File: config.mk
export PLATFORM = sky130hd
export DESIGN_NAME = instr_fetch_unit
export DESIGN_NICKNAME = d
export VERILOG_FILES = /design/src/rtl/kgp_risc_pkg.sv /design/src/rtl/instr_fetch_unit_pc_next_sel.sv /design/src/rtl/instr_fetch_unit.sv
export SDC_FILE = /design/constraint.sdc
export NUM_CORES = 1
export LEC_CHECK = 0
export BUFFER_PORTS_ARGS = -buffer_cell sky130_fd_sc_hd__buf_4
export CAP_MARGIN = 15
export CELL_PAD_IN_SITES_DETAIL_PLACEMENT = 1
export CELL_PAD_IN_SITES_GLOBAL_PLACEMENT = 1
export CORE_UTILIZATION = 30
export DETAILED_ROUTE_END_ITERATION = 6
export PLACE_DENSITY = 0.9
export SETUP_SLACK_MARGIN = 0.02
export SLEW_MARGIN = 20
export SYNTH_ARGS = -nofsm -noshare
export SYNTH_HDL_FRONTEND = slang
export SYNTH_SLANG_ARGS = --single-unit
File: constraint.sdc
create_clock -name i_clk -period 1.8 [get_ports i_clk]
set_clock_uncertainty 0.15 [all_clocks]
set_input_delay 0.36 -clock i_clk [delete_from_list [all_inputs] [get_ports i_clk]]
set_output_delay 0.36 -clock i_clk [all_outputs]
set_load 0.01 [all_outputs]
File: src/rtl/kgp_risc_pkg.sv
// Shared KGP-RISC definitions: fetch sequencer states, datapath widths and
// the branch opcode range that the branch unit and fetch unit agree on.
package kgp_risc_pkg;

  localparam int INSTR_WIDTH      = 32;
  localparam int PC_WIDTH_DEFAULT = 12;
  localparam int BR_TARGET_WIDTH  = 26;
  localparam int WAIT_CNT_WIDTH   = 3;

  // Branch opcodes occupy the contiguous range 48..59.
  localparam logic [5:0] OPC_B    = 6'd48;
  localparam logic [5:0] OPC_BL   = 6'd49;
  localparam logic [5:0] OPC_BCY  = 6'd50;
  localparam logic [5:0] OPC_BNCY = 6'd51;
  localparam logic [5:0] OPC_BLTZ = 6'd52;
  localparam logic [5:0] OPC_BZ   = 6'd53;
  localparam logic [5:0] OPC_BNZ  = 6'd54;
  localparam logic [5:0] OPC_BR   = 6'd55;
  localparam logic [5:0] OPC_BGEZ = 6'd56;
  localparam logic [5:0] OPC_BGTZ = 6'd57;
  localparam logic [5:0] OPC_BLEZ = 6'd58;
  localparam logic [5:0] OPC_BV   = 6'd59;

  typedef enum logic [2:0] {
    FETCH_RESET,
    FETCH_ISSUE,
    FETCH_WAIT,
    FETCH_HOLD,
    FETCH_HALTED
  } fetch_state_e;

  function automatic logic is_branch_opcode(input logic [5:0] opc);
    return (opc >= OPC_B) && (opc <= OPC_BV);
  endfunction

endpackage

File: src/rtl/instr_fetch_unit_pc_next_sel.sv
// Next-PC selection: sequential pc+4 or the word-aligned branch target
// truncated to the instruction memory, plus the misaligned-target flag.
module pc_next_sel
  import kgp_risc_pkg::*;
#(
  parameter int PC_WIDTH = PC_WIDTH_DEFAULT
) (
  input  logic [PC_WIDTH-1:0]        i_pc,
  input  logic                       i_is_branch,
  input  logic [BR_TARGET_WIDTH-1:0] i_branch_target,
  output logic [PC_WIDTH-1:0]        o_pc_plus4,
  output logic [PC_WIDTH-1:0]        o_pc_next,
  output logic                       o_misalign
);

  logic [PC_WIDTH-1:0] w_target;

  assign o_pc_plus4 = i_pc + PC_WIDTH'(4);
  assign w_target   = {i_branch_target[PC_WIDTH-1:2], 2'b00};
  assign o_pc_next  = i_is_branch ? w_target : o_pc_plus4;
  assign o_misalign = i_is_branch && (i_branch_target[1:0] != 2'b00);

  // Target bits beyond the PC width deliberately wrap into imem.
  generate
    if (PC_WIDTH < BR_TARGET_WIDTH) begin : g_hi_bits
      logic w_unused_hi;
      assign w_unused_hi = ^i_branch_target[BR_TARGET_WIDTH-1:PC_WIDTH];
    end
  endgenerate

endmodule

File: src/rtl/instr_fetch_unit.sv
// KGP-RISC fetch/PC sequencer: issues one imem read per instruction, holds
// the instruction until execute finishes, then steps or redirects the PC.
module instr_fetch_unit
  import kgp_risc_pkg::*;
#(
  parameter int PC_WIDTH    = PC_WIDTH_DEFAULT,
  parameter int MEM_LATENCY = 1
) (
  input  logic                       i_clk,
  input  logic                       i_rst,
  output logic                       o_imem_en,
  output logic [PC_WIDTH-3:0]        o_imem_addr,
  input  logic [INSTR_WIDTH-1:0]     i_imem_rdata,
  output logic [INSTR_WIDTH-1:0]     o_instr,
  output logic                       o_instr_valid,
  output logic [PC_WIDTH-1:0]        o_pc,
  output logic [PC_WIDTH-1:0]        o_pc_plus4,
  input  logic                       i_exec_done,
  input  logic                       i_is_branch,
  input  logic [BR_TARGET_WIDTH-1:0] i_branch_target,
  input  logic                       i_halt_req,
  output logic                       o_halted,
  output logic                       o_misalign_err
);

  fetch_state_e               r_state;
  fetch_state_e               w_state_next;
  logic [PC_WIDTH-1:0]        r_pc;
  logic [PC_WIDTH-1:0]        w_pc_next;
  logic [PC_WIDTH-1:0]        w_pc_plus4;
  logic [INSTR_WIDTH-1:0]     r_instr;
  logic [WAIT_CNT_WIDTH-1:0]  r_wait_cnt;
  logic                       r_halt_latch;
  logic                       r_misalign;
  logic                       w_misalign;
  logic                       w_accept;
  logic                       w_wait_done;
  logic                       w_halt_pending;

  assign w_accept       = (r_state == FETCH_HOLD) && i_exec_done;
  assign w_wait_done    = (r_state == FETCH_WAIT) &&
                          (r_wait_cnt == WAIT_CNT_WIDTH'(MEM_LATENCY));
  assign w_halt_pending = i_halt_req || r_halt_latch;

  pc_next_sel #(
    .PC_WIDTH(PC_WIDTH)
  ) u_pc_next_sel (
    .i_pc            (r_pc),
    .i_is_branch     (i_is_branch),
    .i_branch_target (i_branch_target),
    .o_pc_plus4      (w_pc_plus4),
    .o_pc_next       (w_pc_next),
    .o_misalign      (w_misalign)
  );

  always_comb begin
    w_state_next = r_state;
    case (r_state)
      FETCH_RESET:  w_state_next = FETCH_ISSUE;
      FETCH_ISSUE:  w_state_next = FETCH_WAIT;
      FETCH_WAIT:   if (w_wait_done) w_state_next = FETCH_HOLD;
      FETCH_HOLD:   if (i_exec_done)
                      w_state_next = w_halt_pending ? FETCH_HALTED : FETCH_ISSUE;
      FETCH_HALTED: w_state_next = FETCH_HALTED;
      default:      w_state_next = FETCH_RESET;
    endcase
  end

  // The PC only moves on an accepted exec_done, so it stays frozen in HALTED.
  always_ff @(posedge i_clk) begin
    if (i_rst) begin
      r_state      <= FETCH_RESET;
      r_pc         <= '0;
      r_instr      <= '0;
      r_wait_cnt   <= '0;
      r_halt_latch <= 1'b0;
      r_misalign   <= 1'b0;
    end else begin
      r_state    <= w_state_next;
      r_misalign <= w_accept && w_misalign;
      if (i_halt_req && (r_state != FETCH_HALTED))
        r_halt_latch <= 1'b1;
      if (r_state == FETCH_ISSUE)
        r_wait_cnt <= WAIT_CNT_WIDTH'(1);
      else if ((r_state == FETCH_WAIT) && !w_wait_done)
        r_wait_cnt <= r_wait_cnt + WAIT_CNT_WIDTH'(1);
      if (w_wait_done)
        r_instr <= i_imem_rdata;
      if (w_accept)
        r_pc <= w_pc_next;
    end
  end

  assign o_imem_en      = (r_state == FETCH_ISSUE);
  assign o_imem_addr    = r_pc[PC_WIDTH-1:2];
  assign o_instr        = r_instr;
  assign o_instr_valid  = (r_state == FETCH_HOLD);
  assign o_pc           = r_pc;
  assign o_pc_plus4     = w_pc_plus4;
  assign o_halted       = (r_state == FETCH_HALTED);
  assign o_misalign_err = r_misalign;

endmodule

## Yosys cells after proc, flatten, opt, wreduce, memory -nomap -nowiden

Cells that the tools add are included.

| word-level totals | value |
|---|---|
| register bits after elaboration | 52 |
| logic and storage cells | 37 |
| output and inout bits | 70 |

| operators by class | value |
|---|---|
| equality and inequality tests | 8 |
| add/sub/neg operators | 2 |
| multiplexer cells | 7 |
| reductions and logical operators | 13 |

Operators with widths:

| operator | count |
|---|---|
| 3-bit case mux with 5 select lines | 1 |
| 12-bit by 3-bit adder with 12-bit output, second input constant | 1 |
| 12-bit two-way mux | 1 |
| 3-bit two-way mux | 3 |
| 3-bit by 1-bit equality test with 1-bit output, second input constant | 2 |
| 3-bit by 2-bit equality test with 1-bit output, second input constant | 2 |
| 1-bit logical AND | 6 |
| 2-bit nonzero test | 2 |
| 3-bit by 1-bit adder with 3-bit output, second input constant | 1 |
| 3-bit equality test, second input constant | 1 |
| 3-bit zero test | 1 |
| 3-bit != test, second input constant | 1 |
| 1-bit two-way mux | 2 |
| 2-bit by 1-bit != test with 1-bit output, second input constant | 1 |
| 2-bit != test, second input constant | 1 |
| 2-bit AND reduction | 1 |
| 2-bit OR reduction | 1 |
| 1-bit zero test | 1 |
| 1-bit logical OR | 1 |

## Logic depth before layout (Yosys ltp)

Gate-level depths: netlist (run 1).

| logic depth | value |
|---|---|
| word-level depth | 6 |
| mapped depth | 8 |
| mapped depth without buffers | 6 |

## By module

Synthesis (run 1) repeated with hierarchy kept, for this count alone.

| second synthesis, totals | value |
|---|---|
| cells, all modules | 305 |
| area, all modules | 2768.9 sq um |

By module, submodules not included:

| module | cells each | times used | sequential area each (sq um) | area an instance (sq um) |
|---|---|---|---|---|
| instr_fetch_unit | 250 | 1 | 1041.0 | 2409.8 |
| pc_next_sel | 55 | 1 | 0.0 | 359.1 |

## Worst setup path before layout (run 1)

OpenSTA, ideal clock, no wires.

| path | value |
|---|---|
| path kind | reg-to-reg |
| start | register r_pc[5] (netlist: o_pc[5]) |
| end | register r_pc[11] (netlist: o_pc[11]) |
| clock period less this slack | 1.721 ns |
| required time | 1.576 ns |
| library setup time | 0.074 ns |
| path buffers | 0 |
| setup slack | 0.079 ns |
| stages on the path, launching flop included | 5 |
| arrival | 1.497 ns |
| cells stage by stage | dfxtp_1 > and4_4 > nand4_2 > or4_1 > a31oi_1 |

| between the ends | value |
|---|---|
| longest elaborated chain between the ends | 2 |

RTL lines:

| item | line | text |
|---|---|---|
| from (decl) | instr_fetch_unit.sv:28 | `logic [PC_WIDTH-1:0] r_pc;` |
| from (signal assigned) | instr_fetch_unit.sv:90 | `r_pc <= w_pc_next;` |
| 12-bit by 3-bit adder with 12-bit output | instr_fetch_unit_pc_next_sel.sv:18 | `assign o_pc_plus4 = i_pc + PC_WIDTH'(4);` |
| 12-bit two-way mux | instr_fetch_unit_pc_next_sel.sv:20 | `assign o_pc_next = i_is_branch ? w_target : o_pc_plus4;` |

No other way between the ends.
A chain may end at the register's enable or synchronous reset.

## Final worst setup path (run 1)

| path | value |
|---|---|
| start | register r_pc[7] (netlist: o_pc[7]) |
| end | output o_pc_plus4[10] |

| between the ends | value |
|---|---|
| longest elaborated chain between the ends | 1 |

RTL lines:

| item | line | text |
|---|---|---|
| 12-bit by 3-bit adder with 12-bit output | instr_fetch_unit_pc_next_sel.sv:18 |  |
| to (decl) | instr_fetch_unit.sv:17 | `output logic [PC_WIDTH-1:0] o_pc_plus4,` |

No other way between the ends.

==> impl_results.md, run 1 <==
- Outcome: finished, violations left
- Failing checks: setup timing
- Clock share of power: 32.6%
- RSZ-0062 raised after global routing: true
- Register-to-register setup slack: 70 ps
- Complex-gate fraction of the synthesized area: 15.9%
- Worst min path class: primary input to register
- Number of I/O port buffers: 114
- Achievable Freq: 0.515 GHz
- Yosys warnings: 0
- Root Buffer: clkbuf_8
- Die Span X: 89.2 um
- Synth area leader: dfxtp_1
- Antenna cells: 0
- H-tree depth: 2
- Busiest metal layer after global routing: met2
- Crit path max-delay family: simple AND/OR/NAND/NOR gates
- Crit path cell chain: and4_4 > nand4_1 > xnor2_2 > buf_4
- Nets: 462
- GRT Total Usage: 17.6%
- Synth Area in Adders: 1.65%
- Clock Latency Late Sink: 310 ps
- Largest family of logic cells by synthesized area: simple AND/OR/NAND/NOR gates
- Largest net degree at the start of global routing: 40
- Max-cap violations: 0
- FFs w/ async S/R, synth: 0%
- Synth Area in Simple Gates: 24.5%
- Seq/Total Area, Yosys: 43.9%
- Logic pwr share: 20.0%
- Worst-case clock buffer depth: 2
- Top cell type's share of synthesized area: 43.9%
- Placed insts: 483
- Final max-slew violation count: 0
- Mux cell area share after synthesis: 0.878%
- Cells after Synth: 281
- NetSw: 0.717 mW
- Levels on crit path: 4
- DRT Pass-1 Iters: 4
- Chip height: 89.2 um
- Crit path capture type: output pin
- Clock Pin Slew Worst Setup and Hold Paths: 100 ps
- Final worst slack: -143 ps
- Worst Path Required: 1290 ps
- Post-route ant nets: 0
- Post-DR wirelength/cell: 15.0 um
- Setup slack at placement: 41.4 ps
- RR Startpoint: o_pc[7]$_SDFFE_PP0P_
- Final Hold Fails: 0
- Final setup TNS: -674 ps
- Sequential Power Share: 47.5%
- Met2 GRT Util: 32.8%
- DRC Markers: 0
- Area growth from synthesis to layout: 54.0%
- Clk sinks: 50
- Tot Pwr: 2.56 mW
- Worst setup path startpoint: o_pc[7]$_SDFFE_PP0P_
- Fin area: 3510 um^2
- Ys flop type: dfxtp_1
- Period minus WS final: 1940 ps
- Global-route wire length before repair: 10700 um
- DR vias/cell: 4.77
- Post-synth EDFFs: 0
- Number of global-route vias before repair: 2274
- Fin util: 48.2%
- Avg Inst Size Synth: 8.12 um^2
- Distinct cells, synth: 47
- Met3 GRT Util: 4.52%
- Max stage delay on crit path: 380 ps
- CTS tree: done
- Reg-to-reg endpoint: o_pc[10]$_SDFFE_PP0P_
- Pleak: 1.60 nW
- Crit path capture: o_pc_plus4[10]
- CP Class: register to output pin
- Final Setup Violations: 6
- CTS buffer count: 5
- Synth Register Bits: 50
- Hold_ws: 132 ps
- Commonest cells post-synth: 73 x nand2_1, 50 x dfxtp_1, 40 x a21oi_1
- Area post-placement: 3210 um^2
- Worst EP arrival: 1430 ps
- Worst vdd ir: 247 uV
- Layout cells sized above 1: 44.6%
- Power density cells: 730 nW/um^2
- Total grt overflow: 0
- Top Ports: 133
- Critical-path top delay cell: dfxtp_4
- Core area: 7290 um^2
- Site row count: 31
- Maximum fanout along the worst path: 4
- Most numerous cell in the Yosys netlist: nand2_1
- Top post-synthesis cells by area: dfxtp_1 44%, nand2_1 12%, a21oi_1 8.8%
- Post-Layout Cell Count: 496
- Post-Synth XOR/XNOR Area: 3.07%
- Vias: 2368
- Sw frac: 27.9%
- Drt initial violations: 127
- Detailed placement HPWL: 5240 um
- GPL Wtd Cong: 0.781
- WL final: 7460 um
- Filler cell count: 912
- Die area: 7960 um^2
- Tcrit/Tclk final: 108%
- Syn Std Cell Area: 2280 um^2
- P_int: 1.85 mW
- Sum of buffers and inverters on the critical path: 1
- Initial antenna violation count: 0
- GR Util met1: 19.1%
- Initial core utilization: 31.3%
- Startpoint types: register
- Worst R2R Path Depth: 5
==> power by group through the flow <==
stage | registers [mW] | clock network [mW] | logic (mW)
2_1_floorplan | 1.25 | 0 | 0.228
3_3_place_gp | 1.23 | 0 | 0.472
3_5_place_dp | 1.24 | 0 | 0.492
4_1_cts | 1.21 | 0.860 | 0.503
5_1_grt | 1.23 | 0.903 | 0.561
6_report | 1.22 | 0.835 | 0.512
==> layout make-up <==
class	instances	area, um^2	share of cell area, %
multi-input cells	197	1170	33.4
repair buffers	136	1050	30.0
flip-flops and latches	50	1020	29.1
well taps	99	124	3.53
clock buffers	5	68.8	1.96
clock inverters	3	47.5	1.35
inverters	6	22.5	0.641
==> cells in the final DEF (no fill, tap or decap), types with 4 or more instances in the layout <==
cell type and instances:
buf_4 130, nand2_1 73, a21oi_1 40, dfxtp_1 40, nor2_1 10, inv_1 6
dfxtp_2 6, xnor2_2 5, clkbuf_8 5, buf_6 5, and3_1 4, conb_1 4
dfxtp_4 4
==> registers in the layout, indices dropped and copies added (netlist names) <==
name	flops
o_misalign_err	1
o_instr	32
r_wait_cnt	3
r_halt_latch	1
o_pc	10
r_state	3
==> tightest hold or removal path: cells and delay by family <==
family	cells	cell delay [ps]
AO/OA/AOI/OAI	1	50
buffers and inverters	1	110
AND/OR/NAND/NOR	1	40
==> cells by family after synthesis <==
logic type | after synthesis
and+or+nand+nor | 119
AOI/OAI and AO/OA | 61
DFF | 50
buffers and inverters | 37
xor gates and xnor gates | 8
adders and majority gates | 3
muxes | 2
other | 1
==> per-layer routing <==
| metal | wire length (um) | vias up |
|---|---|---|
| li1 | - | 1160 |
| met1 | 2870 | 1116 |
| met2 | 4000 | 83 |
| met3 | 481 | 9 |
| met4 | 107 | 0 |
| met5 | 0 | - |
==> how the worst min path moves through the flow <==
stage                                   start                   endpoint  slack, ps  cells past startpoint
finish                       i_imem_rdata[26]   o_instr[26]$_SDFFE_PP0P_        130                      3
global route                 i_imem_rdata[31]   o_instr[31]$_SDFFE_PP0P_        120                      3
detailed placement   o_instr[15]$_SDFFE_PP0P_   o_instr[15]$_SDFFE_PP0P_        300                      2
CTS                          i_imem_rdata[12]   o_instr[12]$_SDFFE_PP0P_        120                      3
global placement    r_halt_latch$_SDFFE_PP0P_  r_halt_latch$_SDFFE_PP0P_        290                      2
floorplan           r_halt_latch$_SDFFE_PP0P_  r_halt_latch$_SDFFE_PP0P_        280                      2
==> timing repair <==
action	4_1_cts	5_1_grt
resized for setup	27	15
pin swaps	8	9
setup endpoints to repair	10	15
hold buffers	0	0
buffers inserted	3	5
Power figures use the tool's default switching activity.
==> run 2, diff against run 1 <==
- REMOVE_ABC_BUFFERS: unset -> 1
==> impl_results.md, run 2 (synthesis gave the netlist of run 1 again) <==
- Total grt overflow: 0 (unchanged)
- Worst Path Required: 1290 ps (about the same)
- Pleak: 1.58 nW (-0.98%)
- NetSw: 0.677 mW (-5.5%)
- Post-DR wirelength/cell: 14.8 um (-1.3%)
- Max reg flops: 32 (unchanged)
- Worst-case clock buffer depth: 2 (unchanged)
- GRT Total Usage: 18.4% (+0.75 points)
- H-tree depth: 2 (unchanged)
- Hold Path Origin: i_halt_req
- Drt initial violations: 30 (-76%)
- Post-route ant nets: 0 (unchanged)
- Worst R2R Path Depth: 5 (unchanged)
- Period minus WS final: 1880 ps (-65.0 ps)
- Final max-slew violation count: 0 (unchanged)
- DRC Markers: 0 (unchanged)
- Clk sinks: 50 (unchanged)
- Worst vdd ir: 263 uV (+6.4%)
- Clock Pin Slew Worst Setup and Hold Paths: 100 ps (about the same)
- Crit path cell chain: ha_4 > nand4_1 > xnor2_1 > buf_4
- Die area: 7960 um^2 (unchanged)
- Failing checks: setup timing
- Vias: 2368 (unchanged)
- Max stage delay on crit path: 400 ps (+20 ps)
- DR vias/cell: 4.75 (-0.60%)
- Achievable Freq: 0.532 GHz (+3.5%)
- Sequential Power Share: 48.5% (+1.0 points)
- Initial antenna violation count: 0 (unchanged)
- CP Class: register to output pin
- Most common cell after layout, fill and taps aside: buf_4
- Worst EP arrival: 1370 ps (-60 ps)
- Fin util: 48.5% (+0.33 points)
- Site row count: 31 (unchanged)
- Hold_ws: 151 ps (+19.3 ps)
- Sw frac: 26.9% (-1.1 points)
- Placed insts: 483 (unchanged)
- CTS tree: done
- P_int: 1.84 mW (-0.33%)
- Chip height: 89.2 um (unchanged)
- Tcrit/Tclk final: 104% (-3.6 points)
- Crit path max-delay family: flip-flops
- Hold_buf cts: 0 (unchanged)
- Initial core utilization: 31.3% (unchanged)
- Area growth from synthesis to layout: 55.0%
- Number of I/O port buffers: 114 (unchanged)
- Critical-path top delay cell: dfxtp_4
- Cells on Worst Hold Path: 3 (unchanged)
- Worst min path class: primary input to register
- Register-to-register setup slack: 20 ps (-50 ps)
- Top Ports: 133 (unchanged)
- Tot Pwr: 2.52 mW (-1.8%)
- Largest net degree at the start of global routing: 33 (-18%)
- Clock share of power: 31.2% (-1.4 points)
- Global-route wire length before repair: 11200 um (+4.8%)
- GPL Wtd Cong: 0.795 (+1.8%)
- Layout cells sized above 1: 43.5% (-1.1 points)
- Startpoint types: register
- Antenna cells: 0 (unchanged)
- Outcome: finished, violations left
- Max-cap violations: 0 (unchanged)
- WHS Endpoint: r_halt_latch$_SDFFE_PP0P_
- Root Buffer: clkbuf_8
- Final worst slack: -78.1 ps (+65.0 ps)
- Power density cells: 712 nW/um^2 (-2.4%)
- Final Hold Fails: 0 (unchanged)
- Sum of buffers and inverters on the critical path: 1 (unchanged)
- CTS buffer count: 5 (unchanged)
- Number of global-route vias before repair: 2335 (+2.7%)
- Die Span X: 89.2 um (unchanged)
- Final Setup Violations: 5 (-1)
- Crit path capture type: output pin
- Reg-to-reg endpoint: o_pc[10]$_SDFFE_PP0P_
- Post-Layout Cell Count: 499 (+0.60%)
- DRT Pass-1 Iters: 4 (unchanged)
- WL final: 7410 um (-0.66%)
- RSZ-0062 raised after global routing: true
- Logic pwr share: 20.2% (+0.2 points)
- Detailed placement HPWL: 5310 um (+1.3%)
- Filler cell count: 917 (+0.55%)
- Maximum fanout along the worst path: 5 (+1)
- Clock Latency Late Sink: 300 ps (about the same)
- Nets: 465 (+0.65%)
- Commonest cells after routing, fill and taps aside: 133 x buf_4, 72 x nand2_1, 42 x dfxtp_1
- Core area: 7290 um^2 (unchanged)
- RR Startpoint: o_pc[2]$_SDFFE_PP0P_
[run 2: worst max-delay path by stage]
stage / endpoint / slack, ps / startpoint / depth (start not counted)
floorplan: o_pc[11]$_SDFFE_PP0P_ / 10 / o_pc[5]$_SDFFE_PP0P_ / 4
global placement: o_pc_plus4[7] / 120 / o_pc[4]$_SDFFE_PP0P_ / 4
detailed placement: r_wait_cnt[1]$_SDFFE_PP0P_ / 50 / r_state[1]$_SDFFE_PP0P_ / 4
CTS: o_pc_plus4[11] / -90 / o_pc[6]$_SDFFE_PP0P_ / 4
global route: o_pc_plus4[10] / -160 / o_pc[6]$_SDFFE_PP0P_ / 4
finish: o_pc_plus4[10] / -80 / o_pc[2]$_SDFFE_PP0P_ / 4
[run 2: per-layer routing]
| metal | wire length [um] | GRT usage [%] | up-vias |
|---|---|---|---|
| li1 | - | - | 1163 |
| met1 | 2950 | 20.3 | 1084 |
| met2 | 3650 | 33.5 | 111 |
| met3 | 699 | 4.99 | 10 |
| met4 | 108 | 6.93 | 0 |
| met5 | 0 | 0 | - |
[run 2: worst reg2reg max path, cell delays in order, from the launching register on]
cell and delay [ps]:
dfxtp_4 400, ha_4 190, nand4_1 160, buf_4 180
or4_1 400, a31oi_1 220
[run 2: final cells by class]
| class | instances | area, um^2 | area share, % |
|---|---|---|---|
| Inverter | 6 | 22.5 | 0.637 |
| Clock inverter | 2 | 37.5 | 1.06 |
| Timing Repair Buffer | 139 | 1070 | 30.4 |
| Sequential cell | 50 | 1020 | 28.8 |
| Clock buffer | 6 | 72.6 | 2.05 |
| Tap cell | 99 | 124 | 3.50 |
| Multi-Input combinational cell | 197 | 1190 | 33.5 |
[run 2: timing repair]
| action | in CTS | in global routing |
|---|---|---|
| endpoints found under the hold margin | 0 | 0 |
| setup buffers | 6 | 2 |
| setup endpoints to repair | 8 | 20 |
| pin swaps | 7 | 7 |
| resized for setup | 28 | 13 |
[run 2: stage by stage]
step | setup WS, ps | area, um^2 | TNS [ps]
5_1_grt | -162 | 3540 | -891
2_1_floorplan | 11.9 | 2090 | 0
4_1_cts | -87.7 | 3470 | -431
3_5_place_dp | 48.7 | 3210 | 0
3_3_place_gp | 120 | 3210 | 0
6_report | -78.1 | 3540 | -294
[run 2: power by group through the flow]
stage | Sequential [mW] | Combinational [mW] | Clock, mW
after floorplan | 1.26 | 0.175 | 0
after global placement | 1.24 | 0.462 | 0
after detailed placement | 1.24 | 0.480 | 0
after CTS | 1.22 | 0.491 | 0.821
after global routing | 1.23 | 0.560 | 0.874
final | 1.22 | 0.509 | 0.787
